`src/rtl/mips_pkg.sv`:
```
// mips_pkg -- shared definitions for the multicycle MIPS datapath/control.
//   state_t     : 4-bit control FSM state encoding
//   OP_*        : opcode field values (instr[31:26])
//   FUNCT_*     : R-type funct field values (instr[5:0])
//   ALU_*       : alucon operation codes, shared with the ALU itself
//   SRCB_*      : alusrcb select values
//   PCSRC_*     : pcsrc select values
package mips_pkg;

  typedef enum logic [3:0] {
    S_FETCH   = 4'd0,
    S_DECODE  = 4'd1,
    S_MEMADR  = 4'd2,
    S_MEMRD   = 4'd3,
    S_MEMWB   = 4'd4,
    S_MEMWR   = 4'd5,
    S_RTYPEEX = 4'd6,
    S_RTYPEWB = 4'd7,
    S_BEQEX   = 4'd8,
    S_ADDIEX  = 4'd9,
    S_ADDIWB  = 4'd10,
    S_JEX     = 4'd11
  } state_t;

  localparam logic [5:0] OP_RTYPE = 6'b000000;
  localparam logic [5:0] OP_LW    = 6'b100011;
  localparam logic [5:0] OP_SW    = 6'b101011;
  localparam logic [5:0] OP_BEQ   = 6'b000100;
  localparam logic [5:0] OP_ADDI  = 6'b001000;
  localparam logic [5:0] OP_J     = 6'b000010;

  localparam logic [5:0] FUNCT_ADD = 6'b100000;
  localparam logic [5:0] FUNCT_SUB = 6'b100010;
  localparam logic [5:0] FUNCT_AND = 6'b100100;
  localparam logic [5:0] FUNCT_OR  = 6'b100101;

  localparam logic [2:0] ALU_ADD = 3'b000;
  localparam logic [2:0] ALU_SUB = 3'b001;
  localparam logic [2:0] ALU_AND = 3'b010;
  localparam logic [2:0] ALU_OR  = 3'b011;

  localparam logic [1:0] SRCB_REG   = 2'b00;
  localparam logic [1:0] SRCB_FOUR  = 2'b01;
  localparam logic [1:0] SRCB_IMM   = 2'b10;
  localparam logic [1:0] SRCB_IMMSH = 2'b11;

  localparam logic [1:0] PCSRC_ALU    = 2'b00;
  localparam logic [1:0] PCSRC_ALUOUT = 2'b01;
  localparam logic [1:0] PCSRC_JUMP   = 2'b10;

endpackage

```
`src/rtl/alu_decoder.sv`:
```
// alu_decoder -- purely combinational R-type funct decode.
//   i_funct   [5:0] : instruction funct field
//   o_alucon  [2:0] : ALU operation (ADD for unsupported funct)
//   o_illegal       : high when funct is not a supported R-type operation
module alu_decoder
  import mips_pkg::*;
(
  input  logic [5:0] i_funct,
  output logic [2:0] o_alucon,
  output logic       o_illegal
);

  always_comb begin
    o_alucon  = ALU_ADD;
    o_illegal = 1'b0;
    case (i_funct)
      FUNCT_ADD: o_alucon = ALU_ADD;
      FUNCT_SUB: o_alucon = ALU_SUB;
      FUNCT_AND: o_alucon = ALU_AND;
      FUNCT_OR:  o_alucon = ALU_OR;
      default:   o_illegal = 1'b1;
    endcase
  end

endmodule

```
`src/rtl/mips_multicycle_ctrl.sv`:
```
// mips_multicycle_ctrl -- Moore control FSM for a multicycle MIPS subset
// (lw, sw, R-type add/sub/and/or, beq, addi, j).
//   clk, rst (async, active high)
//   opcode[5:0], funct[5:0] : instruction fields, sampled only in DECODE/RTYPEEX
//   zero                    : ALU result == 0, used for beq
//   iord, memwrite, irwrite, regdst, memtoreg, regwrite, alusrca, pcen
//   alusrcb[1:0], pcsrc[1:0], alucon[2:0] : datapath controls
//   illegal                 : one-cycle pulse on unsupported opcode/funct
//   instr_done              : one-cycle pulse in the final state of a retired instr
//   dbg_state               : current FSM state
module mips_multicycle_ctrl
  import mips_pkg::*;
(
  input  logic       clk,
  input  logic       rst,
  input  logic [5:0] opcode,
  input  logic [5:0] funct,
  input  logic       zero,
  output logic       iord,
  output logic       memwrite,
  output logic       irwrite,
  output logic       regdst,
  output logic       memtoreg,
  output logic       regwrite,
  output logic       alusrca,
  output logic       pcen,
  output logic       illegal,
  output logic       instr_done,
  output logic [1:0] alusrcb,
  output logic [1:0] pcsrc,
  output logic [2:0] alucon,
  output state_t     dbg_state
);

  state_t r_state;
  state_t w_next;

  // lw/sw distinction captured in DECODE so MEMADR does not look at opcode.
  logic r_is_sw;

  logic       w_iord, w_memwrite, w_irwrite, w_regdst, w_memtoreg, w_regwrite;
  logic       w_alusrca, w_illegal, w_done, w_pcwrite, w_branch;
  logic [1:0] w_alusrcb, w_pcsrc;
  logic [2:0] w_alucon;
  logic [2:0] w_dec_alucon;
  logic       w_dec_illegal;

  alu_decoder u_alu_decoder (
    .i_funct   (funct),
    .o_alucon  (w_dec_alucon),
    .o_illegal (w_dec_illegal)
  );

  always_ff @(posedge clk or posedge rst) begin
    if (rst) begin
      r_state <= S_FETCH;
      r_is_sw <= 1'b0;
    end else begin
      r_state <= w_next;
      if (r_state == S_DECODE) r_is_sw <= (opcode == OP_SW);
    end
  end

  always_comb begin
    w_next     = S_FETCH;
    w_iord     = 1'b0;
    w_memwrite = 1'b0;
    w_irwrite  = 1'b0;
    w_regdst   = 1'b0;
    w_memtoreg = 1'b0;
    w_regwrite = 1'b0;
    w_alusrca  = 1'b0;
    w_illegal  = 1'b0;
    w_done     = 1'b0;
    w_pcwrite  = 1'b0;
    w_branch   = 1'b0;
    w_alusrcb  = SRCB_REG;
    w_pcsrc    = PCSRC_ALU;
    w_alucon   = ALU_ADD;
    case (r_state)
      S_FETCH: begin
        w_irwrite = 1'b1;
        w_alusrcb = SRCB_FOUR;
        w_pcwrite = 1'b1;
        w_next    = S_DECODE;
      end
      S_DECODE: begin
        // Branch target precomputed into ALUOut while the opcode is decoded.
        w_alusrcb = SRCB_IMMSH;
        case (opcode)
          OP_LW, OP_SW: w_next = S_MEMADR;
          OP_RTYPE:     w_next = S_RTYPEEX;
          OP_BEQ:       w_next = S_BEQEX;
          OP_ADDI:      w_next = S_ADDIEX;
          OP_J:         w_next = S_JEX;
          default: begin
            w_illegal = 1'b1;
            w_next    = S_FETCH;
          end
        endcase
      end
      S_MEMADR, S_ADDIEX: begin
        w_alusrca = 1'b1;
        w_alusrcb = SRCB_IMM;
        if (r_state == S_ADDIEX) w_next = S_ADDIWB;
        else                     w_next = r_is_sw ? S_MEMWR : S_MEMRD;
      end
      S_MEMRD: begin
        w_iord = 1'b1;
        w_next = S_MEMWB;
      end
      S_MEMWB: begin
        w_memtoreg = 1'b1;
        w_regwrite = 1'b1;
        w_done     = 1'b1;
      end
      S_MEMWR: begin
        w_iord     = 1'b1;
        w_memwrite = 1'b1;
        w_done     = 1'b1;
      end
      S_RTYPEEX: begin
        w_alusrca = 1'b1;
        w_alucon  = w_dec_alucon;
        if (w_dec_illegal) begin
          w_illegal = 1'b1;
          w_next    = S_FETCH;
        end else begin
          w_next = S_RTYPEWB;
        end
      end
      S_RTYPEWB: begin
        w_regdst   = 1'b1;
        w_regwrite = 1'b1;
        w_done     = 1'b1;
      end
      S_BEQEX: begin
        w_alusrca = 1'b1;
        w_alucon  = ALU_SUB;
        w_pcsrc   = PCSRC_ALUOUT;
        w_branch  = 1'b1;
        w_done    = 1'b1;
      end
      S_ADDIWB: begin
        w_regwrite = 1'b1;
        w_done     = 1'b1;
      end
      S_JEX: begin
        w_pcsrc   = PCSRC_JUMP;
        w_pcwrite = 1'b1;
        w_done    = 1'b1;
      end
      default: w_next = S_FETCH;
    endcase
  end

  // Reset masks every output combinationally: the state register already
  // holds FETCH during reset, and FETCH would otherwise assert irwrite/pcen.
  assign iord       = ~rst & w_iord;
  assign memwrite   = ~rst & w_memwrite;
  assign irwrite    = ~rst & w_irwrite;
  assign regdst     = ~rst & w_regdst;
  assign memtoreg   = ~rst & w_memtoreg;
  assign regwrite   = ~rst & w_regwrite;
  assign alusrca    = ~rst & w_alusrca;
  assign illegal    = ~rst & w_illegal;
  assign instr_done = ~rst & w_done;
  assign pcen       = ~rst & (w_pcwrite | (w_branch & zero));
  assign alusrcb    = rst ? 2'b00 : w_alusrcb;
  assign pcsrc      = rst ? 2'b00 : w_pcsrc;
  assign alucon     = rst ? 3'b000 : w_alucon;
  assign dbg_state  = r_state;

endmodule

```
`config.mk`:
```
export PLATFORM = sky130hd
export DESIGN_NAME = mips_multicycle_ctrl
export DESIGN_NICKNAME = d
export VERILOG_FILES = /design/src/rtl/mips_pkg.sv /design/src/rtl/alu_decoder.sv /design/src/rtl/mips_multicycle_ctrl.sv
export SDC_FILE = /design/constraint.sdc
export NUM_CORES = 1
export LEC_CHECK = 0
export CORE_ASPECT_RATIO = 0.7
export CORE_MARGIN = 2
export CORE_UTILIZATION = 34
export DETAILED_ROUTE_END_ITERATION = 8
export GPL_TIMING_DRIVEN = 1
export MAX_ROUTING_LAYER = met4
export PLACE_DENSITY = 0.72
export SKIP_CTS_REPAIR_TIMING = 1
export SYNTH_ARGS = -nofsm -noshare
export SYNTH_HDL_FRONTEND = slang
export SYNTH_SLANG_ARGS = --single-unit
```
`constraint.sdc`:
```
create_clock -name clk -period 1.9 [get_ports clk]
set_clock_uncertainty 0.2 [all_clocks]
set_input_delay 0.38 -clock clk [delete_from_list [all_inputs] [get_ports clk]]
set_output_delay 0.38 -clock clk [all_outputs]
set_load 0.02 [all_outputs]
```
==> results of run 1 <==
## area by class of cell
cell class,instances,area share
clock buffer,4,0.0168
multi-input combinational,70,0.412
timing repair buffer,77,0.464
tap,22,0.0176
inverter,3,0.00722
sequential,5,0.0826
## state kept, by name (all words and copies together) (netlist names)
signal	cells
dbg_state	4
r_is_sw	1
## power groups by stage
stage | combinational, W | sequential, W | clock [W]
floorplan | 0.000437 | 0.000199 | 0
global placement | 0.000890 | 0.000162 | 0
detailed placement | 0.000903 | 0.000168 | 0
CTS | 0.000909 | 0.000167 | 0.000131
global route | 0.00123 | 0.000188 | 0.000139
finish | 0.00118 | 0.000185 | 0.000127
## cell families after synthesis
kind of cell / count (synthesis)
xor gates and xnor gates: 2
buffers and inverters: 10
DFF: 5
other: 1
AOI/OAI and AO/OA: 22
muxes: 1
and+or+nand+nor: 44
## through the flow
stage	utilization	setup TNS, ns	setup slack (ns)
after floorplan	-	-0.651	-0.117
after global placement	0.703	-9.77	-1.04
after detailed placement	0.703	-10.11	-1.05
after CTS	0.718	-11.91	-1.05
after global routing	0.856	-2.99	-0.388
final	0.856	-2.15	-0.358
## layer usage
layer	GRT usage	vias to the layer above	share of wire
li1	-	471	-
met1	0.268	475	0.42
met2	0.348	39	0.52
met3	0.0290	2	0.057
met4	0.107	0	0.0090
met5	-	-	0
## cell usage after synthesis
| master | count |
|---|---|
| buf_1 | 1 |
| inv_1 | 3 |
| buf_6 | 1 |
| nand3_1 | 2 |
| nand4_1 | 4 |
| conb_1 | 1 |
| nor3_1 | 4 |
| a22oi_1 | 1 |
| a31o_1 | 1 |
| a211oi_1 | 3 |
| o22a_1 | 1 |
| a21oi_1 | 3 |
| o211ai_1 | 2 |
| nor2_1 | 7 |
| clkbuf_1 | 4 |
| nand2_1 | 4 |
| and4_1 | 1 |
| or3_4 | 1 |
| o21ai_0 | 2 |
| nor4_1 | 2 |
| mux2i_1 | 1 |
| a211o_1 | 1 |
| or3b_1 | 2 |
| a31oi_1 | 1 |
| o21ai_1 | 1 |
| or4_1 | 1 |
| nor3b_1 | 4 |
| o21bai_1 | 1 |
| o221ai_2 | 1 |
| nor2b_1 | 5 |
| o31a_1 | 2 |
| or4b_4 | 1 |
| buf_4 | 1 |
| nand2b_1 | 3 |
| dfrtp_1 | 5 |
| o31ai_1 | 1 |
| and3_1 | 2 |
| and3b_1 | 1 |
| xor2_1 | 2 |
| o211ai_2 | 1 |
## worst min-delay path by stage
stage                     startpoint      endpoint  slack, ns  cells after the start
after floorplan                  rst  dbg_state[0]       0.19                      2
after global placement       r_is_sw       r_is_sw       0.30                      2
after detailed placement     r_is_sw       r_is_sw       0.30                      2
after CTS                    r_is_sw       r_is_sw       0.31                      2
after global routing             rst  dbg_state[2]       0.34                      5
final                            rst       r_is_sw       0.30                      5
## worst reg2reg max path, delay by kind of cell (launching register included)
| family | cells | cell delay (ns) |
|---|---|---|
| AND/OR/NAND/NOR | 2 | 0.92 |
| flip-flops | 1 | 0.44 |
| AO/OA/AOI/OAI | 1 | 0.17 |
| buffers and inverters | 1 | 0.16 |
==> PnR_summary.wiki, run 1 <==
{| class="wikitable"
! Metric !! Value
|-
| Total number of vias || about 990
|-
| Number of global-route vias before repair || approximately 780
|-
| Critical path depth || 5
|-
| Largest fanout on the critical path || 2
|-
| Drt first pass iters || 4
|-
| Critical path capture point || illegal
|-
| Final worst hold slack || around 0.30 ns
|-
| Die Span X || 55.9 um
|-
| Syn avg cell area || ~7.6 sq um
|-
| Count of different cell masters after synthesis || 40
|-
| Launching instance or port of the critical path || opcode[5]
|-
| Number of storage elements in the synthesis netlist || 5
|-
| Post-synthesis simple-gate area fraction || 0.419
|-
| Final Cell Area || ~1600 sq um
|-
| Area of the core region || about 1800 sq um
|-
| Power, Total || about 0.0015 W
|-
| Share of total power in sequential cells || 0.124
|-
| Count of synthesis-stage warnings from yosys || 0
|-
| Class of the worst hold path || input pin to async pin
|-
| Area used by multi-input combinational logic || ~640 sq um
|-
| RSZ-0062 raised after global routing || yes
|-
| Die height || 40.4 um
|-
| Share of the synthesized netlist area taken by xor and xnor gates || 0.0273
|-
| Leading cell type in the layout, fill and taps excluded || buf_4
|-
| Largest family of logic cells by synthesized area || simple AND/OR/NAND/NOR gates
|-
| Post-synthesis sequential area ratio || 0.195
|-
| Area post-placement || ~1300 sq um
|-
| Clock tree root driver cell || clkbuf_4
|-
| Count of fill cells added during filler insertion || just over 90
|-
| Multiplexer share of the synthesized area || 0.0156
|-
| Remaining antenna violation count after routing || 0
|-
| Synth Net Count || 100
|-
| Sum of net half-perimeters after detailed placement || between 1.5 and 2 mm
|-
| Clock transition time at the flip-flop clock pins of the worst setup and hold paths || ~0.050 ns
|-
| Critical path's most frequent cell || buf_6
|-
| Portion of the clock cycle consumed by the worst path in the final layout || 1.19
|-
| Number of buffers inserted during clock tree synthesis || 3
|-
| Number of antenna violations at the first check in global routing || 0
|-
| Count of mapped cells out of synthesis || 85
|-
| Hold Fails Final Rpt || 0
|-
| Final setup violation count || 15
|-
| Switching share of power || 0.439
|-
| Global-route wire length before repair || 3.51 mm
|-
| Reg-to-Reg End || dbg_state[1]
|-
| # nets final || around 180
|-
| Critical path startpoint category || input pin
|-
| Peak Freq || approximately 440 MHz
|-
| Layout cells sized above 1 || 0.654
|-
| Clock network latency to the later pin of the worst-skew pair || 0.25 ns
|-
| Port Buf Inserts || 34
|-
| Depth of the worst register-to-register path || 4
|-
| Minimum clock period after layout || between 2 and 2.5 ns
|-
| Compound-Gate Fraction of Synth Area || 0.261
|-
| Synthesis-to-layout area growth || 143%
|-
| Number of top-level pins || 36
|-
| Leading area contributor after synthesis || dfrtp_1
|-
| Kind of end point of the critical path || primary output
|-
| Setup slack of the critical path after layout || -0.358 ns
|-
| Number of cell rows || 13
|-
| Static Leakage || ~0.78 nW
|-
| Final-report max-slew violation count || 0
|-
| Clock tree buffer depth || 2
|-
| Combinational fraction of design power || 0.790
|-
| Type of the worst setup path || input pin to primary output
|-
| Last weighted congestion value of the routability-driven placer || approximately 0.82
|-
| Adder-cell area share of the yosys netlist || 0
|-
| CTS tree || yes
|-
| Avg WL per Cell || approximately 17 um
|-
| DRC violation count after routing || 0
|-
| Clock sink count || 5
|-
| Number of diodes added for antenna fixing || 0
|-
| Status || complete, but fails checks
|-
| Maximum number of pins on one net before global-route repair || 12
|-
| Required time of the worst setup path || 1.32 ns
|-
| Total power per unit cell area || between 900 and 1000 nW/um^2
|-
| Beginning of the worst register-to-register path || dbg_state[1]
|-
| Area taken by flip-flops and latches || roughly 130 sq um
|-
| Data arrival time of the worst path || about 1.7 ns
|-
| Cell area after synthesis || 642 sq um
|-
| Residual overflow from global routing || 0
|-
| Most used cells in the layout excluding fill and tap cells || 42 x buf_4, 16 x buf_6, 11 x dlymetal6s2s_1
|-
| Cells traversed along the worst timing path || buf_6 > or4_4 > a211o_1 > a31o_4 > buf_6
|-
| Leading post-synthesis cells by cell area || dfrtp_1 19%, nor2b_1 4.9%, nor3b_1 4.7%, nor2_1 4.1%, nand4_1 3.9%
|-
| Cell type group with the largest total delay on the critical path || compound AO/OA/AOI/OAI gates
|-
| Final wirelength || between 2 and 3 mm
|-
| Initial DRC Count || 46
|-
| Design internal power || 0.000836 W
|-
| Initial Utilization || 0.352
|-
| Number of non-filler instances in the completed layout || ~180
|-
| Slowest cell on the critical path || or4_4
|-
| Max stage delay on crit path || 0.52 ns
|-
| Placed cell count || between 150 and 200
|-
| Switching power || about 0.00065 W
|-
| Via count normalized by instance count || between 5 and 6
|-
| Count of buffering cells on the critical path with inverters included || 2
|-
| VDD IR max || ~0.75 mV
|-
| Post-synth top area share || 0.195
|-
| Total routing resource utilization after global routing || 0.213
|-
| Die outline area || around 2300 sq um
|-
| Flop-to-flop setup slack || -0.07 ns
|-
| Failing checks || setup timing
|-
| H-tree level count || 1
|-
| Number of max-cap violations || 0
|-
| Clock power share || 0.085
|}
(Power assumes the default switching activity.)
==> inputs of run 2 (changes only) <==
CTS_CLUSTER_DIAMETER = 40   (was unset)
TNS_END_PERCENT = 30   (was unset)
==> run 2 against run 1 <==
  * The flow still finishes with violations (setup timing)
  * Critical path depth stayed put
  * First-iteration DRC count down 67%
  * Total power shrank 12%
  * Critical path type unchanged
  * Highest routed layer unchanged
==> PnR_summary.wiki, run 2 (synthesis gave the netlist of run 1 again) <==
{| class="wikitable"
! Metric !! Value
|-
| Drt first pass iters || 4 (unchanged)
|-
| Slowest cell on the critical path || or4_4
|-
| Required time of the worst setup path || 1.32 ns (about the same)
|-
| Final setup violation count || 15 (unchanged)
|-
| Max reg flops || 4 (unchanged)
|-
| DRC violation count after routing || 0 (unchanged)
|-
| Critical path's most frequent cell || buf_6
|-
| Peak Freq || 442 MHz (-0.19%)
|-
| Status || complete, but fails checks
|-
| Clock transition time at the flip-flop clock pins of the worst setup and hold paths || 0.04 ns (about the same)
|-
| Synthesis-to-layout area growth || 120%
|-
| VDD IR max || 0.588 mV (-22%)
|-
| Hold Fails Final Rpt || 0 (unchanged)
|-
| Avg WL per Cell || 14.3 um (-14%)
|-
| Area used by multi-input combinational logic || 578 sq um (-10%)
|-
| Critical path startpoint category || input pin
|-
| Die outline area || 2260 sq um (unchanged)
|-
| Final worst hold slack || 0.287 ns (-0.00828 ns)
|-
| Most used cells in the layout excluding fill and tap cells || 47 x buf_4, 10 x dlymetal6s2s_1, 9 x buf_6
|-
| Number of diodes added for antenna fixing || 0 (unchanged)
|-
| RSZ-0062 raised after global routing || yes
|-
| Kind of end point of the critical path || primary output
|-
| Global-route wire length before repair || 3.85 mm (+9.8%)
|-
| Clock sink count || 5 (unchanged)
|-
| Type of the worst setup path || input pin to primary output
|-
| Portion of the clock cycle consumed by the worst path in the final layout || 1.19 (+0.00225)
|-
| Power, Total || 0.00131 W (-12%)
|-
| Final-report max-slew violation count || 0 (unchanged)
|-
| Area of the core region || 1820 sq um (unchanged)
|-
| Clock tree buffer depth || 2 (unchanged)
|-
| Data arrival time of the worst path || 1.68 ns (about the same)
|-
| Remaining antenna violation count after routing || 0 (unchanged)
|-
| CTS tree || yes
|-
| Setup slack of the critical path after layout || -0.362 ns (-0.00428 ns)
|-
| Residual overflow from global routing || 0 (unchanged)
|-
| Via count normalized by instance count || 5.29 (-3.0%)
|-
| Area post-placement || 1300 sq um (+1.4%)
|-
| Number of global-route vias before repair || 871 (+11%)
|-
| Beginning of the worst register-to-register path || dbg_state[3]
|-
| Number of antenna violations at the first check in global routing || 0 (unchanged)
|-
| Total number of vias || 942 (-4.6%)
|-
| Minimum clock period after layout || 2.26 ns (+0.00428 ns)
|-
| Number of cell rows || 13 (unchanged)
|-
| Total routing resource utilization after global routing || 0.234 (+0.0212)
|-
| Die Span X || 55.9 um (unchanged)
|-
| Largest fanout on the critical path || 2 (unchanged)
|-
| Cell type group with the largest total delay on the critical path || compound AO/OA/AOI/OAI gates
|-
| Port Buf Inserts || 34 (unchanged)
|-
| Total power per unit cell area || 927 nW/um^2 (-2.8%)
|-
| Class of the worst hold path || input pin to async pin
|-
| Clock tree root driver cell || clkbuf_4
|-
| Initial Utilization || 0.352 (unchanged)
|-
| Leading cell type in the layout, fill and taps excluded || buf_4
|-
| Count of fill cells added during filler insertion || 125 (+34%)
|-
| Setup TNS after final layout || -2.10 ns (+0.0450 ns)
|-
| Initial DRC Count || 15 (-67%)
|-
| Max stage delay on crit path || 0.53 ns (about the same)
|-
| Number of top-level pins || 36 (unchanged)
|-
| H-tree level count || 1 (unchanged)
|-
| Die height || 40.4 um (unchanged)
|-
| Failing checks || setup timing
|-
| Final Cell Area || 1410 sq um (-9.4%)
|-
| Launching instance or port of the critical path || opcode[3]
|-
| Count of buffering cells on the critical path with inverters included || 2 (unchanged)
|-
| Sum of net half-perimeters after detailed placement || 1.95 mm (+5.7%)
|-
| Number of max-cap violations || 0 (unchanged)
|-
| Number of buffers inserted during clock tree synthesis || 3 (unchanged)
|-
| Cells traversed along the worst timing path || buf_6 > or4_4 > a211o_1 > a31o_4 > buf_6
|-
| Layout cells sized above 1 || 0.571 (-0.0836)
|-
| Static Leakage || 0.728 nW (-6.1%)
|-
| # nets final || 172 (-1.7%)
|-
| Maximum number of pins on one net before global-route repair || 10 (-2)
|-
| Clock network latency to the later pin of the worst-skew pair || 0.24 ns (about the same)
|-
| Utilization of the core after routing || 0.776 (-0.0804)
|-
| Final wirelength || 2.54 mm (-15%)
|-
| Area taken by flip-flops and latches || 126 sq um (-1.9%)
|-
| Last weighted congestion value of the routability-driven placer || 0.771 (-6.5%)
|}
==> run 2: cell count changes in the layout (fill, tap and decap cells not counted), sizes merged <==
| cell | before | now |
|---|---|---|
| clkdlybuf4s50 | 4 | 5 |
| buf | 59 | 57 |
| dlymetal6s2s | 11 | 10 |
| clkbuf | 7 | 6 |
==> run 2: final cells by class <==
type	instances	area share
multi-input cells	70	0.409
well taps	22	0.0195
repair buffers	74	0.456
clock buffers	4	0.0186
flip-flops and latches	5	0.0894
inverters	3	0.00796
==> run 2: worst paths after layout <==
check	cells after the start	end	slack, ns
setup / recovery	5	illegal	-0.36
setup reg to reg	4	dbg_state[1]	-0.04
max in group asynchronous	5	dbg_state[0]	1.10
hold reg to reg	2	r_is_sw	0.32
min in group clk	2	r_is_sw	0.32
hold / removal	5	r_is_sw	0.29
==> run 2: per-stage QoR <==
stage / setup WS (ns) / std cells
2_1_floorplan: -0.141 / 85
3_5_place_dp: -1.10 / 172
5_1_grt: -0.402 / 178
6_report: -0.362 / 178
3_3_place_gp: -1.05 / 172
4_1_cts: -1.10 / 176
==> run 2: worst register-to-register path, delay by kind of cell, from the launching register on <==
family                 cells  cell delay [ns]
AND/OR/NAND/NOR            2             0.90
buffers and inverters      1             0.16
AO/OA/AOI/OAI              1             0.19
flip-flops                 1             0.42
==> run 2: metal layers <==
| layer | global-route usage | part of all wire | vias to the layer above |
|---|---|---|---|
| met5 | - | 0 | - |
| met4 | 0.107 | 0.0087 | 0 |
| met3 | 0.0323 | 0.050 | 4 |
| met2 | 0.435 | 0.49 | 32 |
| met1 | 0.265 | 0.45 | 438 |
| li1 | - | - | 468 |
==> run 2: power by group <==
part	internal (W)	switching, W	leakage, nW
clock	0.0000794	0.0000434	0.0150
combinational	0.000525	0.000492	0.647
sequential	0.000136	0.0000351	0.0659
total	0.000741	0.000570	0.728
